### src/rtl/fetch_unit_pkg.sv
// fetch_pkg: shared types and constants for the instruction-fetch stage.
package fetch_pkg;

  typedef enum logic [1:0] {
    ST_IDLE = 2'd0,
    ST_REQ  = 2'd1,
    ST_GAP  = 2'd2,
    ST_HOLD = 2'd3
  } fetch_state_e;

  localparam logic [31:0] NOP_INSTR = 32'h0;

  // Word-address width follows from the instruction width (32 -> 10).
  function automatic int unsigned addr_w_of(input int unsigned width);
    return width - 22;
  endfunction

  // Increment that sticks at all-ones instead of wrapping.
  function automatic logic [31:0] sat_inc(input logic [31:0] value, input logic event_hit);
    return (event_hit && (value != '1)) ? value + 32'd1 : value;
  endfunction

endpackage

### src/rtl/fetch_unit_if.sv
// fetch_unit_if: req/ack instruction-memory handshake between fetch and imem.
interface fetch_unit_if #(
  parameter int unsigned WIDTH  = 32,
  parameter int unsigned ADDR_W = 10
);
  logic              imem_req;
  logic [ADDR_W-1:0] imem_addr;
  logic              imem_ack;
  logic [WIDTH-1:0]  imem_rdata;

  modport master (
    output imem_req,
    output imem_addr,
    input  imem_ack,
    input  imem_rdata
  );

  modport slave (
    input  imem_req,
    input  imem_addr,
    output imem_ack,
    output imem_rdata
  );
endinterface

### src/rtl/fetch_unit_hold_buf.sv
// fetch_hold_buf: single-entry buffer parking a fetched word while IF/ID is stalled.
module fetch_hold_buf #(
  parameter int unsigned WIDTH  = 32,
  parameter int unsigned ADDR_W = 10
) (
  input  logic              clk,
  input  logic              reset,
  input  logic              load,
  input  logic              drop,
  input  logic [WIDTH-1:0]  load_instr,
  input  logic [ADDR_W-1:0] load_addr,
  output logic              valid,
  output logic [WIDTH-1:0]  instr,
  output logic [ADDR_W-1:0] addr
);

  // Drop wins over load; payload only changes on load.
  always_ff @(posedge clk or negedge reset) begin
    if (!reset) begin
      valid <= 1'b0;
      instr <= '0;
      addr  <= '0;
    end else if (drop) begin
      valid <= 1'b0;
    end else if (load) begin
      valid <= 1'b1;
      instr <= load_instr;
      addr  <= load_addr;
    end
  end

endmodule

### src/rtl/fetch_unit.sv
// fetch_unit: instruction-fetch stage feeding the IF/ID register.
// Optional FETCH_PERF_EN adds saturating perf_fetched/perf_stall/perf_killed counters.
module fetch_unit
  import fetch_pkg::*;
#(
  parameter int unsigned       WIDTH    = 32,
  parameter int unsigned       ADDR_W   = addr_w_of(WIDTH),
  parameter logic [ADDR_W-1:0] RESET_PC = '0
) (
  input  logic              clk,
  input  logic              reset,
  input  logic              stall,
  input  logic              redirect,
  input  logic [ADDR_W-1:0] redirect_addr,
  fetch_unit_if.master      imem,
  output logic [WIDTH-1:0]  if_instr,
  output logic [ADDR_W-1:0] if_addr,
  output logic              if_en,
  output logic              if_flush
`ifdef FETCH_PERF_EN
  ,
  output logic [31:0]       perf_fetched,
  output logic [31:0]       perf_stall,
  output logic [31:0]       perf_killed
`endif
);

  fetch_state_e      state, state_n;
  logic [ADDR_W-1:0] pc, pc_n, pc_inc;
  logic              kill, kill_n;
  logic              req_n;
  logic [ADDR_W-1:0] addr_n;
  logic              en_n, flush_n;
  logic [WIDTH-1:0]  instr_n;
  logic [ADDR_W-1:0] if_addr_n;
  logic              buf_load, buf_drop, buf_valid;
  logic [WIDTH-1:0]  buf_instr;
  logic [ADDR_W-1:0] buf_addr;

  assign pc_inc = pc + 1'b1;

  fetch_hold_buf #(
    .WIDTH  (WIDTH),
    .ADDR_W (ADDR_W)
  ) u_hold_buf (
    .clk        (clk),
    .reset      (reset),
    .load       (buf_load),
    .drop       (buf_drop),
    .load_instr (imem.imem_rdata),
    .load_addr  (pc_inc),
    .valid      (buf_valid),
    .instr      (buf_instr),
    .addr       (buf_addr)
  );

  // FSM state register
  always_ff @(posedge clk or negedge reset) begin
    if (!reset) state <= ST_IDLE;
    else        state <= state_n;
  end

  // Next state, next PC and next registered outputs; redirect outranks ack and stall
  always_comb begin
    state_n   = state;
    pc_n      = pc;
    kill_n    = kill;
    en_n      = 1'b0;
    flush_n   = 1'b0;
    instr_n   = if_instr;
    if_addr_n = if_addr;
    buf_load  = 1'b0;
    buf_drop  = 1'b0;
    addr_n    = imem.imem_addr;
    req_n     = 1'b0;

    case (state)
      ST_IDLE: begin
        state_n = ST_REQ;
        if (redirect) begin
          pc_n    = redirect_addr;
          flush_n = 1'b1;
        end
      end

      ST_REQ: begin
        if (imem.imem_ack) begin
          state_n = ST_GAP;
          kill_n  = 1'b0;
          if (redirect) begin
            pc_n    = redirect_addr;
            flush_n = 1'b1;
          end else if (kill) begin
            // stale word from before a redirect: discard
          end else if (stall) begin
            buf_load = 1'b1;
            state_n  = ST_HOLD;
          end else begin
            en_n      = 1'b1;
            instr_n   = imem.imem_rdata;
            if_addr_n = pc_inc;
            pc_n      = pc_inc;
          end
        end else if (redirect) begin
          // request must stay stable until acked, so mark it dead instead
          pc_n    = redirect_addr;
          flush_n = 1'b1;
          kill_n  = 1'b1;
        end
      end

      ST_GAP: begin
        state_n = ST_REQ;
        if (redirect) begin
          pc_n    = redirect_addr;
          flush_n = 1'b1;
        end
      end

      ST_HOLD: begin
        if (redirect) begin
          pc_n     = redirect_addr;
          flush_n  = 1'b1;
          buf_drop = 1'b1;
          state_n  = ST_GAP;
        end else if (!stall && buf_valid) begin
          en_n      = 1'b1;
          instr_n   = buf_instr;
          if_addr_n = buf_addr;
          pc_n      = pc_inc;
          buf_drop  = 1'b1;
          state_n   = ST_REQ;
        end
      end

      default: state_n = ST_IDLE;
    endcase

    // Address is captured only on entry to REQ and frozen while requesting
    req_n = (state_n == ST_REQ);
    if ((state_n == ST_REQ) && (state != ST_REQ)) addr_n = pc_n;
  end

  // PC, kill flag and registered outputs
  always_ff @(posedge clk or negedge reset) begin
    if (!reset) begin
      pc             <= RESET_PC;
      kill           <= 1'b0;
      imem.imem_req  <= 1'b0;
      imem.imem_addr <= '0;
      if_en          <= 1'b0;
      if_flush       <= 1'b0;
      if_instr       <= WIDTH'(NOP_INSTR);
      if_addr        <= '0;
    end else begin
      pc             <= pc_n;
      kill           <= kill_n;
      imem.imem_req  <= req_n;
      imem.imem_addr <= addr_n;
      if_en          <= en_n;
      if_flush       <= flush_n;
      if_instr       <= instr_n;
      if_addr        <= if_addr_n;
    end
  end

`ifdef FETCH_PERF_EN
  logic killed_ack;
  assign killed_ack = (state == ST_REQ) && imem.imem_ack && (redirect || kill);

  // Saturating event counters
  always_ff @(posedge clk or negedge reset) begin
    if (!reset) begin
      perf_fetched <= '0;
      perf_stall   <= '0;
      perf_killed  <= '0;
    end else begin
      perf_fetched <= sat_inc(perf_fetched, if_en);
      perf_stall   <= sat_inc(perf_stall, state == ST_HOLD);
      perf_killed  <= sat_inc(perf_killed, killed_ack);
    end
  end
`endif

endmodule

### src/flat_wrapper.sv
// flat-port wrapper written by rule: the top's interface ports become plain ports
module fetch_unit_flat import fetch_pkg::*;
#(
  parameter int unsigned       WIDTH    = 32,
  parameter int unsigned       ADDR_W   = addr_w_of(WIDTH),
  parameter logic [ADDR_W-1:0] RESET_PC = '0
)
  (clk, reset, stall, redirect, redirect_addr, if_instr, if_addr, if_en, if_flush, imem_imem_req, imem_imem_addr, imem_imem_ack, imem_imem_rdata);
  fetch_unit_if #(.WIDTH(WIDTH), .ADDR_W(ADDR_W)) imem_i ();
  input  logic clk;
  input  logic reset;
  input  logic stall;
  input  logic redirect;
  input  logic [ADDR_W-1:0] redirect_addr;
  output logic [WIDTH-1:0] if_instr;
  output logic [ADDR_W-1:0] if_addr;
  output logic if_en;
  output logic if_flush;
  output wire logic [$bits(imem_i.imem_req)-1:0] imem_imem_req;
  output wire logic [$bits(imem_i.imem_addr)-1:0] imem_imem_addr;
  input wire logic [$bits(imem_i.imem_ack)-1:0] imem_imem_ack;
  input wire logic [$bits(imem_i.imem_rdata)-1:0] imem_imem_rdata;
  assign imem_imem_req = imem_i.imem_req;
  assign imem_imem_addr = imem_i.imem_addr;
  assign imem_i.imem_ack = imem_imem_ack;
  assign imem_i.imem_rdata = imem_imem_rdata;
  fetch_unit #(.WIDTH(WIDTH), .ADDR_W(ADDR_W), .RESET_PC(RESET_PC)) u_core (.clk(clk), .reset(reset), .stall(stall), .redirect(redirect), .redirect_addr(redirect_addr), .imem(imem_i), .if_instr(if_instr), .if_addr(if_addr), .if_en(if_en), .if_flush(if_flush));
endmodule
### config.mk
export PLATFORM = sky130hd
export DESIGN_NAME = fetch_unit_flat
export DESIGN_NICKNAME = d
export VERILOG_FILES = /design/src/rtl/fetch_unit_pkg.sv /design/src/rtl/fetch_unit_if.sv /design/src/rtl/fetch_unit_hold_buf.sv /design/src/rtl/fetch_unit.sv /design/src/flat_wrapper.sv
export SDC_FILE = /design/constraint.sdc
export NUM_CORES = 1
export LEC_CHECK = 0
export BUFFER_PORTS_ARGS = -buffer_cell sky130_fd_sc_hd__buf_2
export CORE_MARGIN = 2
export CORE_UTILIZATION = 45
export DETAILED_ROUTE_END_ITERATION = 7
export PLACE_DENSITY_LB_ADDON = 0.15
export SYNTH_ARGS = -nofsm -noshare
export SYNTH_HDL_FRONTEND = slang
export SYNTH_HIERARCHICAL = 1
export SYNTH_SLANG_ARGS = --single-unit
### constraint.sdc
create_clock -name clk -period 2.8 [get_ports clk]
set_clock_uncertainty 0.15 [all_clocks]
set_input_delay 0.56 -clock clk [delete_from_list [all_inputs] [get_ports clk]]
set_output_delay 0.56 -clock clk [all_outputs]
set_load 0.01 [all_outputs]
======== After elaboration in Yosys (flattened, before gate mapping) ========
Index checks and enable logic that the tools add are counted.
cells by class
  $add $sub $neg .......................... 1
  equal/unequal tests ..................... 11
  multiplexer cells ....................... 49
  bitwise operators ....................... 1
  reductions and logical operators ........ 12
operator list
  kind                                                  count
  two-way mux 32 bit                                    6
  two-way mux 10 bit                                    13
  case mux 32 bit (2 select lines)                      1
  case mux 10 bit (3 select lines)                      1
  two-way mux 1 bit                                     20
  case mux 10 bit (2 select lines)                      1
  adder 10 x 1 -> 10 bit (second input constant)        1
  two-way mux 2 bit                                     5
  != test 2 bit (second input constant)                 5
  AND reduction 7 bit                                   1
  case mux 2 bit (3 select lines)                       1
  nonzero test 2 bit                                    3
  equality test 2 x 1 -> 1 bit (second input constant)  2
  equality test 2 bit (second input constant)           2
  != test 2 x 1 -> 1 bit (second input constant)        2
  AND reduction 2 bit                                   2
  OR reduction 4 bit                                    1
  logical AND 1 bit                                     2
  logical NOT 2 bit                                     1
  case mux 1 bit (2 select lines)                       1
  OR reduction 2 bit                                    1
  logical NOT 1 bit                                     1
  NOT 1 bit                                             1
storage, ports and cells
  bits in registers ....................... 111
  bits of input ports ..................... 47
  output and inout bits ................... 55

======== Logic depth before layout (Yosys ltp) ========
Gate-level depths: netlist of run 1.
  word-level depth ........................ 7
  mapped depth ............................ 8
  mapped depth without buffers ............ 6

======== Hierarchy ========
Netlist of run 1, hierarchy kept.
by module, submodules not included
  module          times used  cells an instance  area an instance (sq um)  sequential area each (sq um)
  fetch_unit      1           350                3452.1                    1701.6
  fetch_hold_buf  1           93                 1811.7                    1076.0

======== Worst setup path before layout of run 1 ========
OpenSTA, ideal clock, no wires.
  path type ............................... input-to-reg
  from .................................... input port redirect
  to ...................................... register u_core.pc[9]
  library setup time ...................... 87 ps
  data arrival time ....................... 1983 ps
  data required time ...................... 2563 ps
  slack ................................... 581 ps
  stages on the path ...................... 5
  buffers on the path ..................... 1
  path through ............................ buf_6 -> or4b_4 -> nor4_1 -> mux2_2 -> o211ai_1
on the way
  longest elaborated chain between the ends .. 3
  elaborated cells between the ends (all ways) .. 5
  those cells by class .................... mux (5)
RTL lines
  what                                   RTL line            source
  from (decl)                            flat_wrapper.sv:13  input logic redirect;
  two-way mux 10 bit (on tied branches)  --
  two-way mux 10 bit                     fetch_unit.sv:87    if (imem.imem_ack) begin
  case mux 10 bit (3 select lines) (*)   fetch_unit.sv:77    case (state)
  named net u_core.pc_n[9]               fetch_unit.sv:29    logic [ADDR_W-1:0] pc, pc_n, pc_inc;
  to (signal assigned)                   fetch_unit.sv:156   pc <= pc_n;
  to (decl)                              fetch_unit.sv:29
The timed path passes the listed nets; every way through them passes the cells marked *.
A chain may end at the register's enable or synchronous reset.

======== Final worst setup path of run 1 ========
  from .................................... register u_core.state[1]
  to ...................................... register u_core.imem.imem_addr[4]
on the way
  longest elaborated chain between the ends .. 5
  elaborated cells between the ends (all ways) .. 13
  those cells by class .................... eq/ne (5); mux (5); reduce/logical (3)
RTL lines
  what                                                               RTL line             source
  from (decl)                                                        fetch_unit.sv:28     fetch_state_e state, state_n;
  from (signal assigned)                                             fetch_unit.sv:60     else state <= state_n;
  equality test 2 bit (tied with other cells)                        fetch_unit.sv:77
  OR reduction 2 bit (no line) or two-way mux 2 bit (tied branches)  --
  case mux 2 bit (3 select lines)                                    fetch_unit.sv:77
  equality test 2 x 1 -> 1 bit                                       fetch_unit.sv:141    if ((state_n == ST_REQ) && (state != ST_REQ)) addr_n = pc_n;
  logical AND 1 bit                                                  fetch_unit.sv:141
  to (signal assigned)                                               fetch_unit.sv:159    imem.imem_addr <= addr_n;
  to (decl)                                                          fetch_unit_if.sv:13  output imem_addr,
Parallel ways exist; a longest one is shown, timed or not.

==> results of run 1 <==
==> registers in the layout, summed over array words and instances, names as in the netlist <==
name and flops:
u_core/if_addr 10, u_core/if_en 1, u_core/if_flush 1, u_core/if_instr 32, u_core/imem.imem_addr 10, u_core/imem.imem_req 1
u_core/kill 1, u_core/pc 10, u_core/state 2, u_core/u_hold_buf/addr 10, u_core/u_hold_buf/instr 32, u_core/u_hold_buf/valid 1
==> synthesized netlist by cell type (all sizes together), types with 2 or more instances <==
master / count
a211oi: 4
a31oi: 2
buf: 19
o21bai: 2
o22a: 2
nand3: 8
xor2: 2
mux2: 48
o21ai: 43
a221o: 3
nand2: 51
nor2: 19
dfrtp: 111
or3b: 2
nor3: 12
xnor2: 5
nand2b: 2
clkbuf: 8
nor3b: 3
inv: 11
mux2i: 39
o211ai: 5
a22o: 2
nor2b: 7
a21oi: 12
==> power by group <==
group / total (mW) / switching (mW) / internal, mW
combinational: 2.53 / 1.25 / 1.28
clock: 1.40 / 0.591 / 0.814
sequential: 2.75 / 0.455 / 2.30
==> area by class of cell <==
type | count | area share [%]
Inverter | 12 | 0.802
Tap cell | 143 | 2.87
Sequential cell | 111 | 44.5
Clock inverter | 6 | 1.44
Multi-Input combinational cell | 293 | 35.6
Clock buffer | 10 | 3.83
Timing Repair Buffer | 116 | 11.0
==> critical path, stage by stage, from the launching register on <==
cell	delay, ns
dfrtp_1	0.55
nand2b_1	0.18
buf_4	0.15
o22a_2	0.41
clkinv_4	0.23
o2bb2ai_1	0.19
mux2_2	0.26
==> metrics by stage <==
step	utilization [%]	setup WS, ns
global placement	51.7	0.424
floorplan	-	0.581
finish	54.6	0.548
detailed placement	51.7	0.394
CTS	54.6	0.553
global route	54.6	0.379
==> logic make-up (layout without fill, tap and decap cells) <==
logic type | count (synthesis) | after routing | share of synthesized area (%)
buffers and inverters | 39 | 144 | 5.13
muxes | 87 | 87 | 20.5
DFF | 111 | 111 | 52.8
xor gates and xnor gates | 7 | 7 | 1.16
AOI/OAI and AO/OA | 86 | 86 | 10.2
and+or+nand+nor | 112 | 112 | 9.98
adders and majority gates | 1 | 1 | 0.238
==> metal layers <==
metal | vias up | routed length, um | track usage, % | part of all wire [%]
li1 | 1755 | - | - | -
met3 | 15 | 635 | 4.81 | 5.4
met2 | 91 | 5470 | 31.2 | 47
met5 | - | 0 | 0 | 0
met1 | 1760 | 5380 | 26.6 | 46
met4 | 0 | 204 | 7.07 | 1.7
==> placed cells by master, fill, tap and decap left out, drive strengths merged, types with 3 or more instances in the layout <==
cell,count
inv,13
nand3,8
a211oi,4
o211ai,5
nor2,19
a21oi,12
o21ai,43
mux2i,39
a221o,3
nor2b,7
mux2,48
xnor2,5
dfrtp,111
nor3,12
nand2,51
buf,116
nor3b,3
clkbuf,10
==> final timing paths <==
check                                         start                        to
min                                           reset              u_core/pc[9]
max reg2reg                         u_core/state[1]  u_core/imem.imem_addr[4]
max                                 u_core/state[1]  u_core/imem.imem_addr[4]
min in group clk                           redirect           u_core/if_flush
max in group asynchronous                     reset        u_core/if_instr[7]
min reg2reg                u_core/imem.imem_addr[0]  u_core/imem.imem_addr[0]
==> results.tsv, run 1 <==
stage	metric	value	unit
die	die width	112	um
placement	GPL Wtd Cong	0.864	
clock_tree	clk slew on worst S/H paths	0.07	ns
yosys	Synthesized Nets	491	
clock_tree	clk buf depth	2	
global_routing	GR Overflow Total	0	
worst_setup_path	Setup crit end kind	flop	
placement	IO Port Bufs	101	
die	Die H	112	um
global_routing	vias in the first global route	3795	
sta	Tmin final	2.25	ns
detailed_routing	WL/cell	16.9	um
die	I/O pin cnt	102	
finish	n_diodes	0	
yosys	Async SR Flop Fraction	100	%
yosys	Primary FF master, synth	dfrtp_1	
clock_tree	H-tree Lvls	3	
finish	footprint of the multi-input gates	0.00222	mm^2
worst_setup_path	R2R cell count	6	
detailed_routing	DRC violations left	0	
detailed_routing	Detail Route Antenna Nets	0	
finish	Area Growth Syn to Fin	18.5	%
die	Die Area	0.0126	mm^2
detailed_routing	overall routed net length	11.7	mm
sta	Final Hold Fails	0	
power_and_ir_drop	PD cells	1070	mW/mm^2
worst_setup_path	crit path kind	reg -> reg	
placement	post-detailed-placement half-perimeter wirelength	8.08	mm
sta	period utilization	80.4	%
yosys	post-synthesis cell type with the largest combined area	dfrtp_1	
detailed_routing	Initial DRC Count	206	
status	status	finished, final reports clean	
global_routing	largest net degree at the start of global routing	50	
sta	Worst Max-Slew Pin Slew	0.790	ns
clock_tree	CTS-repair resized insts	0	
sta	worst hold slack	0.00332	ns
yosys	Syn Inst Count	443	
finish	storage element area	0.00278	mm^2
clock_tree	CTS tree	done	
sta	Final setup viols	0	
yosys	synth top area cells	dfrtp_1 53%, mux2_4 11%, mux2i_1 7.4%	
clock_tree	Hold Buf Count CTS	0	
global_routing	first-pass GRT wire length	19.7	mm
finish	post-route cell area	0.00624	mm^2
die	Starting Density	46.1	%
power_and_ir_drop	LEAKAGE	3.00	nW
sta	Max Fclk	444	MHz
finish	non-filler instance count after layout	691	
worst_setup_path	Worst EP arrival	2.34	ns
detailed_routing	DR vias	3621	
yosys	Mapped Area	0.00526	mm^2
yosys	sequential share of the synthesized area	52.8	%
worst_setup_path	Req. time, crit path	2.89	ns
yosys	Post-synth EDFFs	0	
sta	TNS Setup	0	ns
power_and_ir_drop	total power	6.69	mW
flow_run	Max Cap Viol	0	
yosys	library cells used by synthesis	54	
sta	Max Slew Vio Count	0	
worst_setup_path	R2R Setup Slk	0.55	ns
placement	Placed Cells	675	
die	CORE AREA	0.0114	mm^2
yosys	#FFs+latches synth	111	
power_and_ir_drop	Peak supply drop	507	uV
worst_setup_path	largest fanout on the critical path	17	
finish	share of cells above drive strength 1	34.5	%
yosys	Syn Area/Cell	11.9	um^2
sta	Worst slew margin	47.2	%
worst_setup_path	CP startpoint kind	flop	
die	Rows	39	
finish	FILL cells	1027	
yosys	Ys Warns	6	
min_path	Hold Crit Class	in -> async	
finish	final net count	591	
detailed_routing	TritonRoute pass-1 iters	4	
global_routing	initial antenna violation count	0	
clock_tree	Clock Latency Late Sink	0.35	ns
yosys	top cell type's share of synthesized area	52.8	%
detailed_routing	number of vias per cell	5.24	
clock_tree	CTS Buf Count	9	
clock_tree	# clock sinks	111	
placement	DP Area	0.00591	mm^2
clock_tree	post-CTS setup buffer count	0	
sta	RSZ-0062 raised after global routing	no	
global_routing	total track usage	19.7	%
clock_tree	CTS root buffer	clkbuf_16	
(Power assumes the default switching activity.)
==> run 2: changes to the inputs <==
- ABC_AREA: not set -> 1
- clock period: 2.8 -> 2.3 ns (I/O delays scaled with it)
==> run 2 against run 1 <==
Net effect:
- routed wire length is 7.5% higher
- power is 22% higher
- final cell count is 27% higher
- worst setup slack worse by 0.32 ns
- fmax is 8.4% higher
- via count is 25% higher
- count of clock-buffer cells in the layout is 1 higher
- combinational power is 27% higher
- sequential power is 22% higher
- critical endpoint is now u_core/u_hold_buf/instr[3]
- largest power group unchanged
==> results.tsv, run 2 <==
stage	metric	value	unit	change
yosys	synth top area cells	dfrtp_1 53%, nand2_1 19%, nand3_1 6.3%		
placement	GPL Wtd Cong	0.890		+3.0%
detailed_routing	WL/cell	14.3	um	-15%
sta	RSZ-0062 raised after global routing	no		
sta	Max Slew Vio Count	0		unchanged
sta	Max Fclk	481	MHz	+8.4%
min_path	cell count of the worst hold path	3		
die	Starting Density	45.7	%	-0.36 points
yosys	sequential share of the synthesized area	53.4	%	+0.65 points
worst_setup_path	Req. time, crit path	2.39	ns	-0.50 ns
detailed_routing	number of vias per cell	5.13		-2.1%
yosys	Syn Area/Cell	8.15	um^2	-31%
finish	n_diodes	0		unchanged
flow_run	Max Cap Viol	0		unchanged
yosys	Synthesized Nets	686		+40%
detailed_routing	DRC violations left	0		unchanged
clock_tree	Clock Latency Late Sink	0.35	ns	about the same
global_routing	total track usage	21.2	%	+1.5 points
clock_tree	post-CTS setup buffer count	0		unchanged
yosys	count leader, synth	nand2_1		
finish	post-route cell area	0.00610	mm^2	-2.1%
yosys	#FFs+latches synth	111		unchanged
clock_tree	CTS root buffer	clkbuf_16		
detailed_routing	Initial DRC Count	366		+78%
worst_setup_path	CP startpoint kind	flop		
sta	TNS Setup	0	ns	unchanged
power_and_ir_drop	Peak supply drop	630	uV	+24%
detailed_routing	met1 WL	5.89	mm	+9.5%
clock_tree	clk slew on worst S/H paths	0.07	ns	about the same
detailed_routing	overall routed net length	12.6	mm	+7.5%
finish	commonest non-fill, non-tap cells in the layout	256 x nand2_1, 111 x dfrtp_1, 100 x buf_2, 65 x nand3_1, 57 x nor2_1		
yosys	Post-synth EDFFs	0		unchanged
placement	DP Area	0.00580	mm^2	-1.9%
clock_tree	CTS Buf Count	9		unchanged
placement	Placed Cells	862		+28%
die	die width	111	um	-0.59%
clock_tree	CTS tree	done		
clock_tree	clk buf depth	2		unchanged
min_path	Hold EP	u_core/u_hold_buf/instr[24]		
global_routing	first-pass GRT wire length	21.5	mm	+9.4%
die	Die Area	0.0124	mm^2	-1.2%
die	I/O pin cnt	102		unchanged
clock_tree	# clock sinks	111		unchanged
finish	most common cell after layout, fill and taps aside	nand2_1		
global_routing	largest net degree at the start of global routing	50		unchanged
power_and_ir_drop	LEAKAGE	3.18	nW	+6.3%
finish	share of cells above drive strength 1	19.7	%	-15 points
global_routing	initial antenna violation count	0		unchanged
sta	Final Hold Fails	0		unchanged
sta	Final setup viols	0		unchanged
placement	IO Port Bufs	101		unchanged
power_and_ir_drop	PD cells	1340	mW/mm^2	+25%
finish	final net count	779		+32%
sta	Tmin final	2.08	ns	-0.175 ns
finish	Top Registers	u_core/if_instr x32, u_core/u_hold_buf/instr x32		
worst_setup_path	Worst EP arrival	2.17	ns	-0.17 ns
detailed_routing	DR vias	4509		+25%
finish	Final Util	53.7	%	-0.93 points
min_path	Hold Crit Class	in -> reg		
detailed_routing	DR top layer	met4		
worst_setup_path	R2R cell count	8		+2
min_path	hold path start	imem_imem_rdata[24]		
detailed_routing	met2 wire len	5.79	mm	+5.9%
yosys	Ys Warns	6		unchanged
detailed_routing	TritonRoute pass-1 iters	4		unchanged
power_and_ir_drop	total power	8.16	mW	+22%
sta	Worst slew margin	65.7	%	+18 points
worst_setup_path	RR Endpoint	u_core/u_hold_buf/instr[3]		
sta	Worst Max-Slew Pin Slew	0.514	ns	-0.276 ns
worst_setup_path	Setup crit end kind	flop		
global_routing	GR Overflow Total	0		unchanged
die	Die H	111	um	-0.59%
yosys	library cells used by synthesis	26		-52%
clock_tree	CTS-repair resized insts	0		unchanged
global_routing	vias in the first global route	4449		+17%
clock_tree	H-tree Lvls	3		unchanged
worst_setup_path	Worst Setup SP	u_core/u_hold_buf/valid		
worst_setup_path	largest fanout on the critical path	44		+27
yosys	Primary FF master, synth	dfrtp_1		
sta	period utilization	90.3	%	+9.9 points
worst_setup_path	crit path kind	reg -> reg		
finish	Area Growth Syn to Fin	17.4	%	
detailed_routing	Detail Route Antenna Nets	0		unchanged
die	Rows	39		unchanged
yosys	top cell type's share of synthesized area	53.4	%	+0.65 points
yosys	Async SR Flop Fraction	100	%	unchanged
placement	post-detailed-placement half-perimeter wirelength	8.50	mm	+5.2%
finish	non-filler instance count after layout	879		+27%
die	CORE AREA	0.0114	mm^2	-0.43%
yosys	Syn Inst Count	638		+44%
yosys	post-synthesis cell type with the largest combined area	dfrtp_1		
worst_setup_path	R2R Setup Slk	0.22	ns	-0.32 ns
worst_setup_path	Critical R2R Launch	u_core/u_hold_buf/valid		
status	status	finished, final reports clean		
yosys	Mapped Area	0.00520	mm^2	-1.2%
detailed_routing	metal3 WL	685	um	+7.9%
yosys	commonest cells in the netlist	257 x nand2_1, 111 x dfrtp_1, 65 x nand3_1, 58 x nor2_1, 36 x a31oi_1		
## run 2: changes by cell type after synthesis, moves of 15 or more
cell and delta:
a31oi_1 +34, inv_1 +15, mux2_4 -40, mux2i_1 -39, nand2_1 +206, nand3_1 +57, nor2_1 +39, o21ai_0 -28
## run 2: power by group
part | internal [mW] | switching [mW]
Clock | 0.876 | 0.709
Combinational | 1.17 | 2.04
Sequential | 2.82 | 0.534
## run 2: repair_timing
item,in CTS,in global routing
hold buffers,1,0
endpoints found under the setup margin,0,0
hold endpoints to repair,20,0
## run 2: logic make-up after synthesis
group	synth area share, %
adders and majority gates	0.241
AOI/OAI and AO/OA	7.12
xor gates and xnor gates	0.842
buffers and inverters	7.22
and+or+nand+nor	31.2
DFF	53.4
## run 2: cell type report
type / count / area (um^2)
Inverter: 31 / 119
Timing Repair Buffer: 116 / 673
Clock inverter: 5 / 56.3
Clock buffer: 11 / 243
Multi-Input combinational cell: 462 / 2060
Sequential cell: 111 / 2780
Tap cell: 143 / 179
Fill cell: 1099 / 5270
## run 2: worst max-delay path, cell delays in order, from the launching register on
cell     delay, ns
dfrtp_1       0.40
inv_1         0.06
nor2_1        0.09
o21ai_0       0.22
inv_1         0.11
inv_4         0.37
nand2_8       0.29
nand2_1       0.15
nand2_1       0.05
## run 2: how the worst max path moves through the flow
stage / end / slack [ns] / depth (start not counted)
floorplan: u_core/u_hold_buf/addr[5] / 0.65 / 9
global placement: u_core/u_hold_buf/addr[3] / 0.14 / 7
detailed placement: u_core/u_hold_buf/instr[25] / 0.09 / 7
CTS: u_core/u_hold_buf/instr[3] / 0.26 / 8
global route: u_core/u_hold_buf/instr[3] / 0.02 / 8
finish: u_core/u_hold_buf/instr[3] / 0.22 / 8
## run 2: layer usage
metal | track usage, % | vias up
met3 | 4.08 | 17
met1 | 29.1 | 2116
met2 | 34.1 | 142
li1 | - | 2234
met5 | 0 | -
met4 | 7.41 | 0
## run 2: metrics by stage
stage	setup slack, ns	hold WS, ns
after floorplan	0.647	0.0144
after global placement	0.135	0.230
after detailed placement	0.0904	0.232
after CTS	0.259	0.195
after global routing	0.0181	0.208
final	0.223	0.209
==> run 3: changes to the inputs <==
- ABC_AREA: 1 -> not set
- BUFFER_PORTS_ARGS: -buffer_cell sky130_fd_sc_hd__buf_2 -> not set
- CTS_CLUSTER_DIAMETER: not set -> 60
- DONT_BUFFER_PORTS: not set -> 1
==> run 3 against run 2 <==
Net effect:
- the flow now finishes with violations (hold timing)
- first-iteration DRC count shrank 59%
- sequential share of layout area grew 3.1 points
- count of clock-buffer cells in the layout is the same
- sequential power grew 8.0%
- register-to-register slack gained 0.06 ns
- fmax grew 2.9%
- design area shrank 6.4%
- critical path type unchanged
- largest cell class unchanged
==> results.tsv, run 3 (same netlist as run 1, synthesis figures left out) <==
stage	metric	value	unit	change
die	I/O pin cnt	102		unchanged
worst_setup_path	RR Endpoint	u_core/pc[9]		
placement	post-detailed-placement half-perimeter wirelength	7.54	mm	-11%
detailed_routing	Detail Route Antenna Nets	0		unchanged
worst_setup_path	Critical R2R Launch	u_core/kill		
sta	TNS Setup	0	ns	unchanged
power_and_ir_drop	Peak supply drop	540	uV	-14%
finish	share of cells above drive strength 1	19.6	%	-0.10 points
worst_setup_path	Setup crit end kind	flop		
flow_run	Max Cap Viol	0		unchanged
die	Die H	112	um	+0.59%
worst_setup_path	CP startpoint kind	flop		
detailed_routing	TritonRoute pass-1 iters	4		unchanged
detailed_routing	Initial DRC Count	151		-59%
detailed_routing	overall routed net length	11.4	mm	-9.3%
worst_setup_path	Top delay family on crit path	simple AND/OR/NAND/NOR gates		
sta	Max Slew Vio Count	0		unchanged
worst_setup_path	R2R Setup Slk	0.28	ns	+0.06 ns
global_routing	first-pass GRT wire length	18.5	mm	-14%
die	Die Area	0.0126	mm^2	+1.2%
power_and_ir_drop	Switching Fraction	33.9	%	-6.4 points
global_routing	met2 Usage GRT	29.3	%	-4.8 points
detailed_routing	number of vias per cell	5.55		+8.1%
finish	post-route cell area	0.00571	mm^2	-6.4%
sta	worst hold slack	-0.352	ns	-0.561 ns
sta	period utilization	87.8	%	-2.5 points
worst_setup_path	Req. time, crit path	2.42	ns	+0.03 ns
power_and_ir_drop	clock power share	21.7	%	+2.3 points
worst_setup_path	crit path kind	reg -> reg		
global_routing	GR peak layer	met2		
clock_tree	Clock Latency Late Sink	0.35	ns	about the same
sta	RSZ-0062 raised after global routing	no		
placement	DP Area	0.00539	mm^2	-7.0%
worst_setup_path	Max stage delay on crit path	0.51	ns	+0.11 ns
global_routing	initial antenna violation count	0		unchanged
power_and_ir_drop	PD cells	1340	mW/mm^2	+0.54%
worst_setup_path	largest fanout on the critical path	5		-89%
worst_setup_path	Worst EP arrival	2.14	ns	-0.03 ns
finish	final net count	493		-37%
sta	Final setup viols	0		unchanged
power_and_ir_drop	switching power	2.60	mW	-21%
sta	Max Fclk	495	MHz	+2.9%
sta	final worst slack	0.281	ns	+0.0585 ns
finish	storage element area	0.00278	mm^2	unchanged
die	Starting Density	46.1	%	+0.36 points
finish	most common cell after layout, fill and taps aside	dfrtp_1		
clock_tree	# clock sinks	111		unchanged
min_path	Hold Crit Class	in -> async		
finish	n_diodes	0		unchanged
finish	FILL cells	1038		-5.6%
sta	Worst Max-Slew Pin Slew	0.541	ns	+0.0261 ns
power_and_ir_drop	LEAKAGE	2.57	nW	-19%
clock_tree	clk buf depth	2		unchanged
finish	Top Registers	u_core/if_instr x32, u_core/u_hold_buf/instr x32		
die	Rows	39		unchanged
power_and_ir_drop	sequential share of power	47.3	%	+6.1 points
status	status	finished, violations left		
die	die width	112	um	+0.59%
finish	footprint of the multi-input gates	0.00222	mm^2	+7.8%
placement	IO Port Bufs	0		-100%
detailed_routing	DRC violations left	0		unchanged
status	failing checks	hold timing		
power_and_ir_drop	internal power	5.08	mW	+4.2%
worst_setup_path	crit-path cells	or4b_4 > nor4_1 > mux2_2 > o211ai_1		
clock_tree	Hold Buf Count CTS	1		unchanged
finish	Area Growth Syn to Fin	8.53	%	
placement	worst slack at placement	0.199	ns	+0.109 ns
sta	Final Hold Fails	111		+111
global_routing	largest net degree at the start of global routing	112		+120%
global_routing	met1 Track Usage GR	23.5	%	-5.6 points
detailed_routing	WL/cell	19.3	um	+35%
sta	Tmin final	2.02	ns	-0.0585 ns
global_routing	total track usage	18.8	%	-2.4 points
power_and_ir_drop	Gate power share	31.0	%	-8.4 points
die	CORE AREA	0.0114	mm^2	+0.43%
detailed_routing	DR vias	3284		-27%
clock_tree	clk slew on worst S/H paths	0.07	ns	about the same
clock_tree	CTS root buffer	clkbuf_16		
clock_tree	H-tree Lvls	3		unchanged
worst_setup_path	worst path bufs/invs	0		-3
placement	GPL Wtd Cong	0.826		-7.2%
global_routing	GR Overflow Total	0		unchanged
finish	commonest non-fill, non-tap cells in the layout	111 x dfrtp_1, 51 x nand2_1, 42 x o21ai_0, 40 x mux2_4, 39 x mux2i_1		
worst_setup_path	CP max stage cell	or4b_4		
clock_tree	CTS Buf Count	9		unchanged
worst_setup_path	R2R cell count	4		-4
global_routing	vias in the first global route	3471		-22%
global_routing	M3 GR Usage	6.43	%	+2.3 points
clock_tree	CTS tree	done		
sta	Worst slew margin	63.9	%	-1.8 points
[run 3: cell types whose count changed in the layout (fill, tap and decap cells not counted), sizes merged, moves of 7 or more]
cell | before | now
a31oi | 36 | 2
buf | 115 | 17
inv | 32 | 11
mux2 | 0 | 48
mux2i | 0 | 39
nand2 | 260 | 51
nand3 | 67 | 8
nor2 | 60 | 19
nor2b | 0 | 7
nor3 | 0 | 12
o21ai | 14 | 43
[run 3: power groups by stage]
stage          combinational, mW  clock [mW]  sequential [mW]
3_3_place_gp                2.34           0             3.65
4_1_cts                     2.41        1.72             3.65
2_1_floorplan               1.95           0             3.43
3_5_place_dp                2.41           0             3.66
5_1_grt                     2.65        1.76             3.76
6_report                    2.38        1.66             3.63
[run 3: worst max-delay path by stage]
stage,from,end,slack (ns),cells past startpoint
finish,u_core/kill,u_core/pc[9],0.28,4
global route,u_core/state[0],u_core/u_hold_buf/addr[1],0.16,5
CTS,u_core/kill,u_core/pc[9],0.28,4
detailed placement,redirect,u_core/pc[9],0.20,4
global placement,redirect,u_core/pc[9],0.26,4
floorplan,redirect,u_core/pc[9],0.18,5
[run 3: timing repair]
action	in CTS	in global routing
hold endpoints to repair	112	111
gates resized for setup	0	0
buffers inserted	0	0
[run 3: area by class of cell]
type / count / share of cell area (%)
sequential: 111 / 48.6
multi-input combinational: 293 / 38.8
inverter: 12 / 0.876
clock inverter: 4 / 1.23
clock buffer: 11 / 4.25
timing repair buffer: 18 / 3.07
tap: 143 / 3.13
[run 3: through the flow]
stage / utilization (%) / total power [mW] / std cells
after floorplan: - / 5.38 / 443
after global placement: 47.2 / 5.99 / 576
after detailed placement: 47.2 / 6.08 / 576
after CTS: 50.0 / 7.79 / 592
after global routing: 50.0 / 8.17 / 592
final: 50.0 / 7.68 / 592
[run 3: per-layer routing]
| layer | routed length, um | vias up |
|---|---|---|
| met4 | 293 | 0 |
| met1 | 4940 | 1621 |
| met2 | 5290 | 87 |
| li1 | - | 1558 |
| met5 | 0 | - |
| met3 | 878 | 18 |
